--- src/rtl/uart_pkg.sv ---
// Shared types and helpers for the FIFO-fed UART transmitter.
// Holds the frame FSM states, parity modes and frame-length math.
package uart_pkg;

    typedef enum logic [2:0] {
        IDLE,
        START,
        DATA,
        PARITY,
        STOP
    } tx_state_t;

    localparam int PARITY_NONE = 0;
    localparam int PARITY_EVEN = 1;
    localparam int PARITY_ODD  = 2;

    function automatic int frame_len(
        input int cpb,
        input int data_bits,
        input int parity,
        input int stop_bits
    );
        int par_bits;
        par_bits = (parity != PARITY_NONE) ? 1 : 0;
        return (1 + data_bits + par_bits + stop_bits) * cpb;
    endfunction

endpackage

--- src/rtl/bit_timer.sv ---
// Clock-per-bit counter for the UART serializer.
// Holds at zero while disabled; ticks on the last clock of each bit.
module bit_timer #(
    parameter int CLKS_PER_BIT = 4
) (
    input  logic clk,
    input  logic rst_n,
    input  logic en_i,
    output logic tick_o
);

    localparam int W = (CLKS_PER_BIT > 1) ? $clog2(CLKS_PER_BIT) : 1;
    localparam logic [W-1:0] LAST = W'(CLKS_PER_BIT - 1);

    logic [W-1:0] cnt_q;
    logic [W-1:0] cnt_d;

    assign tick_o = en_i && (cnt_q == LAST);

    // Next count: clear when idle or at the bit boundary, else advance.
    always_comb begin
        cnt_d = cnt_q;
        if (!en_i || (cnt_q == LAST)) begin
            cnt_d = '0;
        end else begin
            cnt_d = cnt_q + W'(1);
        end
    end

    // Count register.
    always_ff @(posedge clk or negedge rst_n) begin
        if (!rst_n) begin
            cnt_q <= '0;
        end else begin
            cnt_q <= cnt_d;
        end
    end

endmodule

--- src/rtl/fifo_uart_tx.sv ---
// FIFO-draining UART transmitter: pops a byte when idle and sends
// start, data LSB first, optional parity and stop bits on tx.
module fifo_uart_tx
    import uart_pkg::*;
#(
    parameter int CLKS_PER_BIT = 4,
    parameter int DATA_BITS    = 8,
    parameter int PARITY       = 0,
    parameter int STOP_BITS    = 1
) (
    input  logic       clk,
    input  logic       rst_n,
    input  logic       en,
    input  logic [7:0] fifo_rdata,
    input  logic       fifo_empty,
    output logic       fifo_ren,
    output logic       tx,
    output logic       busy,
    output logic       done
);

    localparam logic [2:0] LAST_DATA = 3'(DATA_BITS - 1);
    localparam logic [2:0] LAST_STOP = 3'(STOP_BITS - 1);
    localparam logic [7:0] DMASK     = 8'((1 << DATA_BITS) - 1);
    localparam bit         HAS_PAR   = (PARITY != PARITY_NONE);
    localparam logic       PAR_ODD   = (PARITY == PARITY_ODD);

    tx_state_t  state_q;
    tx_state_t  state_d;
    logic [7:0] sh_q;
    logic [7:0] sh_d;
    logic [2:0] bit_q;
    logic [2:0] bit_d;
    logic       par_q;
    logic       par_d;
    logic       tx_q;
    logic       tx_d;
    logic       tick;

    bit_timer #(
        .CLKS_PER_BIT(CLKS_PER_BIT)
    ) u_timer (
        .clk    (clk),
        .rst_n  (rst_n),
        .en_i   (state_q != IDLE),
        .tick_o (tick)
    );

    assign fifo_ren = rst_n && (state_q == IDLE) && en && !fifo_empty;
    assign tx       = tx_q;
    assign busy     = (state_q != IDLE);
    assign done     = (state_q == STOP) && tick && (bit_q == LAST_STOP);

    // Frame sequencing: every transition happens on a bit boundary,
    // except the pop itself which leaves IDLE immediately.
    always_comb begin
        state_d = state_q;
        sh_d    = sh_q;
        bit_d   = bit_q;
        par_d   = par_q;
        tx_d    = tx_q;
        unique case (state_q)
            IDLE: begin
                tx_d  = 1'b1;
                bit_d = '0;
                if (fifo_ren) begin
                    sh_d    = fifo_rdata & DMASK;
                    par_d   = (^(fifo_rdata & DMASK)) ^ PAR_ODD;
                    tx_d    = 1'b0;
                    state_d = START;
                end
            end
            START: begin
                if (tick) begin
                    tx_d    = sh_q[0];
                    bit_d   = '0;
                    state_d = DATA;
                end
            end
            DATA: begin
                if (tick) begin
                    if (bit_q == LAST_DATA) begin
                        bit_d = '0;
                        if (HAS_PAR) begin
                            tx_d    = par_q;
                            state_d = uart_pkg::PARITY;
                        end else begin
                            tx_d    = 1'b1;
                            state_d = STOP;
                        end
                    end else begin
                        sh_d  = sh_q >> 1;
                        tx_d  = sh_q[1];
                        bit_d = bit_q + 3'd1;
                    end
                end
            end
            uart_pkg::PARITY: begin
                if (tick) begin
                    tx_d    = 1'b1;
                    bit_d   = '0;
                    state_d = STOP;
                end
            end
            STOP: begin
                tx_d = 1'b1;
                if (tick) begin
                    if (bit_q == LAST_STOP) begin
                        bit_d   = '0;
                        state_d = IDLE;
                    end else begin
                        bit_d = bit_q + 3'd1;
                    end
                end
            end
            default: begin
                tx_d    = 1'b1;
                bit_d   = '0;
                state_d = IDLE;
            end
        endcase
    end

    // State, shifter and line registers; reset idles the line high.
    always_ff @(posedge clk or negedge rst_n) begin
        if (!rst_n) begin
            state_q <= IDLE;
            sh_q    <= '0;
            bit_q   <= '0;
            par_q   <= 1'b0;
            tx_q    <= 1'b1;
        end else begin
            state_q <= state_d;
            sh_q    <= sh_d;
            bit_q   <= bit_d;
            par_q   <= par_d;
            tx_q    <= tx_d;
        end
    end

`ifdef FORMAL
    localparam int FLEN = frame_len(CLKS_PER_BIT, DATA_BITS, PARITY, STOP_BITS);

    int unsigned flen_q;

    // Cycles spent busy in the current frame.
    always_ff @(posedge clk or negedge rst_n) begin
        if (!rst_n) begin
            flen_q <= '0;
        end else if (!busy) begin
            flen_q <= '0;
        end else begin
            flen_q <= flen_q + 1;
        end
    end

    a_no_empty_pop: assert property (@(posedge clk) disable iff (!rst_n)
        !(fifo_ren && fifo_empty));
    a_pop_idle: assert property (@(posedge clk) disable iff (!rst_n)
        fifo_ren |-> (state_q == IDLE));
    a_busy_no_pop: assert property (@(posedge clk) disable iff (!rst_n)
        busy |-> !fifo_ren);
    a_done_idle: assert property (@(posedge clk) disable iff (!rst_n)
        done |=> !busy);
    a_tx_high: assert property (@(posedge clk) disable iff (!rst_n)
        ((state_q == IDLE) || (state_q == STOP)) |-> tx);
    a_frame_len: assert property (@(posedge clk) disable iff (!rst_n)
        done |-> (flen_q == FLEN - 1));
`endif

endmodule

--- config.mk ---
export PLATFORM = sky130hd
export DESIGN_NAME = fifo_uart_tx
export DESIGN_NICKNAME = d
export VERILOG_FILES = /design/src/rtl/uart_pkg.sv /design/src/rtl/bit_timer.sv /design/src/rtl/fifo_uart_tx.sv
export SDC_FILE = /design/constraint.sdc
export NUM_CORES = 1
export LEC_CHECK = 0
export ABC_CLOCK_PERIOD_IN_PS = 2500
export CELL_PAD_IN_SITES_DETAIL_PLACEMENT = 1
export CELL_PAD_IN_SITES_GLOBAL_PLACEMENT = 1
export CORE_MARGIN = 4
export CORE_UTILIZATION = 41
export DETAILED_ROUTE_END_ITERATION = 10
export GPL_TIMING_DRIVEN = 0
export MAX_ROUTING_LAYER = met4
export PLACE_DENSITY_LB_ADDON = 0.1
export REMOVE_ABC_BUFFERS = 1
export SETUP_SLACK_MARGIN = 0.02
export SYNTH_ARGS = -nofsm -noshare
export SYNTH_HDL_FRONTEND = slang
export SYNTH_SLANG_ARGS = --single-unit
--- constraint.sdc ---
create_clock -name clk -period 2.5 [get_ports clk]
set_clock_uncertainty 0.15 [all_clocks]
set_input_delay 0.5 -clock clk [delete_from_list [all_inputs] [get_ports clk]]
set_output_delay 0.5 -clock clk [all_outputs]
set_load 0.01 [all_outputs]
* Word-level counts from Yosys, hierarchy flattened *
Index checks and enable logic that the tools add are counted.
Widths: inputs -> output; s select.

storage, ports and cells
  output and inout port bits = 4
  register bits = 17
  bits of input ports = 12
  logic and storage cells = 65

cells by class
  equal/unequal tests = 15
  reductions and logical operators = 18
  add/subtract/negate cells = 2
  muxes and demuxes = 25

operators with widths
  operator             count
  $mux 3               12
  $mux 8               3
  $pmux 8 s2           1
  $pmux 3 s5           1
  $ne 2x2->1 const B   7
  $pmux 3 s3           1
  $reduce_and 7->1     1
  $eq 3x2->1 const B   2
  $eq 3x3->1 const B   2
  $logic_and 1x1->1    6
  $logic_not 3->1      2
  $reduce_and 3->1     2
  $mux 1               5
  $ne 2x1->1 const B   2
  $pmux 1 s4           1
  $reduce_and 4->1     1
  $add 3x1->3 const B  1
  $eq 3x1->1 const B   1
  $reduce_bool 3->1    1
  $add 2x1->2 const B  1
  $eq 2x2->1 const B   1
  $logic_not 1->1      2
  $mux 2               1
  $reduce_bool 2->1    1
  other kinds (2)      2

* Longest topological paths before layout *
Gate-level depths: netlist of run 1.

  depth after elaboration = 6
  mapped depth = 6
  depth with buffers taken out = 5

* Modules after synthesis *
From an unflattened synthesis of run 1, not the netlist that was laid out.

second synthesis, totals
  cell total of the unflattened synthesis = 89
  area, all modules = 945.9 µm²

modules (own cells, without submodules)
  module        area each (µm²)  seq. area each (µm²)  cells an instance  instances
  fifo_uart_tx  854.6            376.6                 83                 1
  bit_timer     91.3             50.0                  6                  1

* Worst setup path after synthesis of run 1 *
Ideal clock, no wire load.

  path kind = register to output
  from = register state_q[0]
  to = output port done
  required time = 1.850 ns
  buffers on the path = 1
  cell stages (with the launch flop) = 4
  arrival time = 1.227 ns
  slack = 0.623 ns
  cells stage by stage = dfrtp_1 clkbuf_1 or2_2 nor3_1

between the ends
  word-level cells in the longest chain between the ends = 4
  elaborated cells between the ends (all ways) = 5
  classes of those cells = eq/ne: 1; reduce/logical: 4

ends and longest elaborated chain
  element                              line                 RTL
  start, declared                      fifo_uart_tx.sv:28   tx_state_t state_q;
  start signal, assigned               fifo_uart_tx.sv:133  state_q <= state_d;
  $reduce_bool 3->1                    fifo_uart_tx.sv:45   .en_i (state_q != IDLE),
  $logic_and 1x1->1                    bit_timer.sv:18      assign tick_o = en_i && (cnt_q == LAST);
  $logic_and 1x1->1 (*) (2 in series)  fifo_uart_tx.sv:52   assign done = (state_q == STOP) && tick && (bit_q == LAST_STOP);
  end, declared                        fifo_uart_tx.sv:19   output logic done

Every way passes the cells marked *; elsewhere a longest branch is shown, timed or not.

* Worst setup path in the final report of run 1 *
  from = register bit_q[0]
  to = output port done

between the ends
  word-level cells in the longest chain between the ends = 2

ends and longest elaborated chain
  element                 line                 RTL
  start, declared         fifo_uart_tx.sv:32   logic [2:0] bit_q;
  start signal, assigned  fifo_uart_tx.sv:135  bit_q <= bit_d;
  $logic_not 3->1         fifo_uart_tx.sv:52
  $logic_and 1x1->1       fifo_uart_tx.sv:52

Every way passes these cells.

==> flow_metrics.tcl, run 1 <==
set metrics [dict create \
    h-tree-depth 1 \
    rows 17 \
    fmax_ghz 0.416 \
    max-cap-violations 0 \
    wl_um 2280 \
    antenna_cells 0 \
    grtUsageMet2_pct 24.7 \
    die_w_um 57.8 \
    slew_viol_final 0 \
    worst_pin_slew_ns 0.783 \
    wl_per_cell_um 16.9 \
    global_route.usage.met3_pct 2.90 \
    hold_violations 0 \
    yosys-top-cells-count "dfrtp_1 (16), inv_1 (10), mux2_2 (7), mux2_4 (7), ha_1 (4)" \
    async_reset_ff_share_pct 100 \
    cp_max_fo 3 \
    final_area_mm2 0.00123 \
    firstDrtPassIters 4 \
    critical_path_arrival_ns 1.75 \
    synth_cell_types 38 \
    drive_gt1_share_pct 29.9 \
    powerDensity_mw_per_mm2 1030 \
    min_period_over_period_pct 96.2 \
    top_level_ports 16 \
    netlist_top_cells_area "dfrtp_1 (39%), mux2_4 (10%), mux2_2 (7.8%)" \
    hold_class "reg -> reg" \
    rsz0062_at_grt "false" \
    cts_sinks 17 \
    vias 737 \
    grt_antenna_before_repair 0 \
    drt_iter0_drc 10 \
    synthCells 89 \
    viasPerCell 5.46 \
    clock_path_buffers 2 \
    gp_congestion 0.744 \
    areaGrowthSynthToFinish_pct 21.3 \
    finalCriticalPeriod_ns 2.40 \
    ir_drop_mv 0.533 \
    post-synth-top-count-cell "dfrtp_1" \
    grt_overflow 0 \
    synth_edf_count 0 \
    worstSetupPathType "reg -> out" \
    synth_flop_cell "dfrtp_1" \
    clk_pin_slew_ns 0.11 \
    synth_area_leader_cell "dfrtp_1" \
    die_y_um 57.8 \
    synth_warnings 0 \
    crit_family "simple AND/OR/NAND/NOR gates" \
    relSlewSlack_pct 47.6 \
    clk_latency_ns 0.30 \
    crit_slowest_cell "dfrtp_1" \
    cts_buffers 3 \
    io_buffers 15 \
    cts_root_buf "clkbuf_4" \
    grt_pass1_wl_um 3830 \
    met1_usage_pct 19.3 \
    design.core.area_mm2 0.00228 \
    path_cells "inv_1 > ha_1 > nor2b_1 > nand2_1 > nor3_1 > dlygate4sd2_1" \
    cp-end-kind "output pin" \
    place_area_mm2 0.00116 \
    setup_viol 0 \
    grt.total_usage_pct 15.5 \
    die_area_mm2 0.00334 \
    avgSynthCellArea_um2 11.4 \
    yosysTopAreaCellShare_pct 39.4 \
    total_power_mw 1.27 \
    hpwl_um 1610 \
    remaining_drc_errors 0 \
    holdWs_ns 0.317 \
    detail-route-antenna-nets 0 \
    initial_core_util_pct 44.6 \
    yosys_register_bits 17 \
    cp_slowest_stage_delay_ns 0.40 \
    fin_setup_tns_ns 0 \
    grt-busiest-layer "met2" \
    grt_pass1_vias 778 \
    grt_max_degree 17 \
    power_leakage_nw 0.538 \
    status "complete, no violations" \
    path_buf_inv 2 \
    synth_area_mm2 0.00102 \
    final_nets 124 \
    cts_tree "built" \
    crit_path_start_kind "flip-flop" \
    yosysSeqAreaShare_pct 42.0 \
    required_ns 1.85 \
]
report_power, final:
part           internal (mW)  switching, mW
clock network         0.0597         0.0988
logic                  0.343          0.243
registers              0.398          0.124
total                  0.801          0.466
cells by family after synthesis:
logic type,count (synthesis),share of synthesized area [%]
AO/OA/AOI/OAI,19,14.3
buffers and inverters,15,7.39
multiplexers,14,18.1
adder cells (fa/ha/maj),4,4.93
AND/OR/NAND/NOR,20,13.3
flip-flops,17,42.0
stage by stage:
stage | cells | utilization (%) | setup WS, ns
2_1_floorplan | 84 | - | 0.666
3_3_place_gp | 127 | 51.1 | -0.793
3_5_place_dp | 127 | 51.1 | -0.784
4_1_cts | 135 | 54.0 | 0.0529
5_1_grt | 135 | 54.2 | 0.0242
6_report | 135 | 54.2 | 0.0960
path summary, 6_finish.rpt:
check	start	to	slack, ns	cells after the start
setup / recovery	bit_q[0]	done	0.1	6
hold / removal	u_timer.cnt_q[0]	u_timer.cnt_q[0]	0.32	1
setup reg to reg	state_q[1]	sh_q[5]	0.45	3
hold reg to reg	u_timer.cnt_q[0]	u_timer.cnt_q[0]	0.32	1
max in group asynchronous	rst_n	state_q[0]	0.99	2
min in group asynchronous	rst_n	tx	0.58	2
metal layers:
layer / share of wire, % / vias up
met4: 0.61 / 0
li1: - / 355
met1: 46 / 371
met3: 3.0 / 2
met2: 51 / 9
met5: 0 / -
layout make-up:
type                       instances  area (µm²)
multi-input combinational         57         522
inverter                          10        37.5
tap                               28        35.0
fill                             246        1040
clock buffer                       3        22.5
timing repair buffer              19         180
sequential                        17         430
clock inverter                     1        5.00
placed cells by master, fill, tap and decap left out, types with 2 or more instances in the layout:
| cell | netlist | routed |
|---|---|---|
| nand2_1 | 2 | 2 |
| o21ai_0 | 2 | 2 |
| nor3_1 | 2 | 2 |
| dlygate4sd2_1 | 0 | 2 |
| o31ai_1 | 3 | 3 |
| o21a_1 | 2 | 2 |
| mux2_2 | 7 | 7 |
| nor2_1 | 3 | 3 |
| buf_4 | 1 | 3 |
| dfrtp_2 | 0 | 3 |
| ha_1 | 4 | 4 |
| dlygate4sd3_1 | 0 | 2 |
| mux2_4 | 7 | 7 |
| clkbuf_4 | 0 | 3 |
| inv_1 | 10 | 10 |
| o32ai_1 | 2 | 2 |
| a31o_2 | 2 | 2 |
| dfrtp_1 | 16 | 13 |
| clkdlybuf4s50_1 | 0 | 12 |
worst register-to-register path, stage by stage, from the launching register on:
cell and delay [ns]:
dfrtp_2 0.51, nor3b_4 0.50, a32o_2 0.46, mux2_4 0.33
sequential cells by signal (all words and copies together) (netlist names):
name	cells
sh_q	8
bit_q	3
u_timer.cnt_q	2
tx	1
state_q	3
what timing repair did:
item,4_1_cts,5_1_grt
hold endpoints to repair,16,0
setup buffers,2,0
gates resized for setup,11,2
hold buffers,2,0
pin swaps,1,0
endpoints found under the setup margin,10,1
Power figures use the tool's default switching activity.
==> run 2, diff against run 1 <==
--- a/config.mk
+++ b/config.mk
@@ -5,7 +5,6 @@
 export SDC_FILE = /design/constraint.sdc
 export NUM_CORES = 1
 export LEC_CHECK = 0
-export ABC_CLOCK_PERIOD_IN_PS = 2500
 export CELL_PAD_IN_SITES_DETAIL_PLACEMENT = 1
 export CELL_PAD_IN_SITES_GLOBAL_PLACEMENT = 1
 export CORE_MARGIN = 4
==> results of run 2 <==
No change in the layout: final DEF, timing and power equal those of run 1.
==> run 3, diff against run 2 <==
--- a/config.mk
+++ b/config.mk
@@ -13,6 +13,7 @@
 export GPL_TIMING_DRIVEN = 0
 export MAX_ROUTING_LAYER = met4
 export PLACE_DENSITY_LB_ADDON = 0.1
+export RECOVER_POWER = 25
 export REMOVE_ABC_BUFFERS = 1
 export SETUP_SLACK_MARGIN = 0.02
 export SYNTH_ARGS = -nofsm -noshare
==> flow_metrics.tcl, run 3 (synthesis gave the netlist of run 1 again) <==
set metrics [dict create \
    crit_family "simple AND/OR/NAND/NOR gates" \
    remaining_drc_errors 0 \
    io_buffers 15 \
    clk_latency_ns 0.30 \
    required_ns 1.85 \
    design.core.area_mm2 0.00228 \
    viasPerCell 5.46 \
    hold_violations 0 \
    power_leakage_nw 0.534 \
    firstDrtPassIters 4 \
    grt_max_degree 17 \
    largest_reg_flops 8 \
    wl_um 2280 \
    ir_drop_mv 0.533 \
    drt_iter0_drc 10 \
    antenna_cells 0 \
    hold_class "reg -> reg" \
    die_area_mm2 0.00334 \
    final_nets 124 \
    final_core_util_pct 54.0 \
    cts_sinks 17 \
    cp-end-kind "output pin" \
    clock_path_buffers 2 \
    path_cells "inv_1 > ha_1 > nor2b_1 > nand2_1 > nor3_1 > dlygate4sd2_1" \
    vias 737 \
    slew_viol_final 0 \
    cts_root_buf "clkbuf_4" \
    fmax_ghz 0.416 \
    gp_congestion 0.744 \
    grt.total_usage_pct 15.5 \
    h-tree-depth 1 \
    drive_gt1_share_pct 29.0 \
    detail-route-antenna-nets 0 \
    path_buf_inv 2 \
    final_common_cell "dfrtp_1" \
    grt_pass1_vias 778 \
    critical_path_arrival_ns 1.75 \
    top_regs "sh_q (8), bit_q (3), state_q (3)" \
    die_y_um 57.8 \
    setup_viol 0 \
    top_level_ports 16 \
    crit_slowest_cell "dfrtp_1" \
    relSlewSlack_pct 47.6 \
    finalCriticalPeriod_ns 2.40 \
    cp_max_fo 3 \
    rows 17 \
    initial_core_util_pct 44.6 \
    worst_pin_slew_ns 0.783 \
    holdWs_ns 0.317 \
    cp_slowest_stage_delay_ns 0.40 \
    layout_common_cells "dfrtp_1 (13), clkdlybuf4s50_1 (12), inv_1 (10)" \
    cts_buffers 3 \
    clk_pin_slew_ns 0.11 \
    areaGrowthSynthToFinish_pct 20.9 \
    status "complete, no violations" \
    place_area_mm2 0.00116 \
    min_period_over_period_pct 96.2 \
    max-cap-violations 0 \
    grt_overflow 0 \
    die_w_um 57.8 \
    crit_path_start_kind "flip-flop" \
    placed_cells 127 \
    final_area_mm2 0.00123 \
    grt_antenna_before_repair 0 \
    grt_pass1_wl_um 3830 \
    powerDensity_mw_per_mm2 1030 \
    wl_per_cell_um 16.9 \
    largest_register "sh_q" \
    cts_tree "built" \
    hpwl_um 1610 \
    worstSetupPathType "reg -> out" \
    stdcell_count 135 \
    rsz0062_at_grt "false" \
]
-- run 3: cell types whose count changed in the layout (fill, tap and decap cells not counted), sizes merged --
cell and delta:
buf -1, clkbuf +1
-- run 3: final timing paths --
check                              endpoint             start  cells after the start  slack, ns
setup / recovery                       done          bit_q[0]                      6        0.1
hold reg to reg            u_timer.cnt_q[0]  u_timer.cnt_q[0]                      1       0.32
max in group asynchronous        state_q[0]             rst_n                      2       0.90
setup reg to reg                    sh_q[5]        state_q[1]                      3       0.45
min in group asynchronous                tx             rst_n                      2       0.67
hold / removal             u_timer.cnt_q[0]  u_timer.cnt_q[0]                      1       0.32
-- run 3: where the power goes --
group | internal [mW] | total, mW | switching [mW]
Sequential | 0.398 | 0.522 | 0.124
Clock | 0.0597 | 0.158 | 0.0988
Combinational | 0.342 | 0.585 | 0.243
-- run 3: cell type report --
cell class / count / area (µm²)
Fill cell: 248 / 1050
Multi-Input combinational cell: 57 / 522
Sequential cell: 17 / 430
Timing Repair Buffer: 19 / 176
Inverter: 10 / 37.5
Tap cell: 28 / 35.0
Clock buffer: 3 / 22.5
Clock inverter: 1 / 5.00
-- run 3: metrics by stage --
step / total power, mW / setup TNS, ns / worst slack, ns
finish: 1.27 / 0 / 0.0960
global route: 1.36 / 0 / 0.0242
CTS: 1.28 / 0 / 0.0529
detailed placement: 1.08 / -3.58 / -0.784
global placement: 1.04 / -3.64 / -0.793
floorplan: 0.892 / 0 / 0.666
-- run 3: per-layer routing --
metal / GRT usage [%] / part of all wire, % / vias up
met2: 24.7 / 51 / 9
met5: - / 0 / -
met1: 19.3 / 46 / 371
met3: 2.90 / 3.0 / 2
li1: - / - / 355
met4: 5.96 / 0.61 / 0
-- run 3: what timing repair did --
item	in CTS	in global routing
endpoints found under the hold margin	16	0
buffers inserted	2	0
pin swaps	1	0
cloned	0	0
hold buffers	2	0
resized for setup	11	2
setup endpoints to repair	10	1
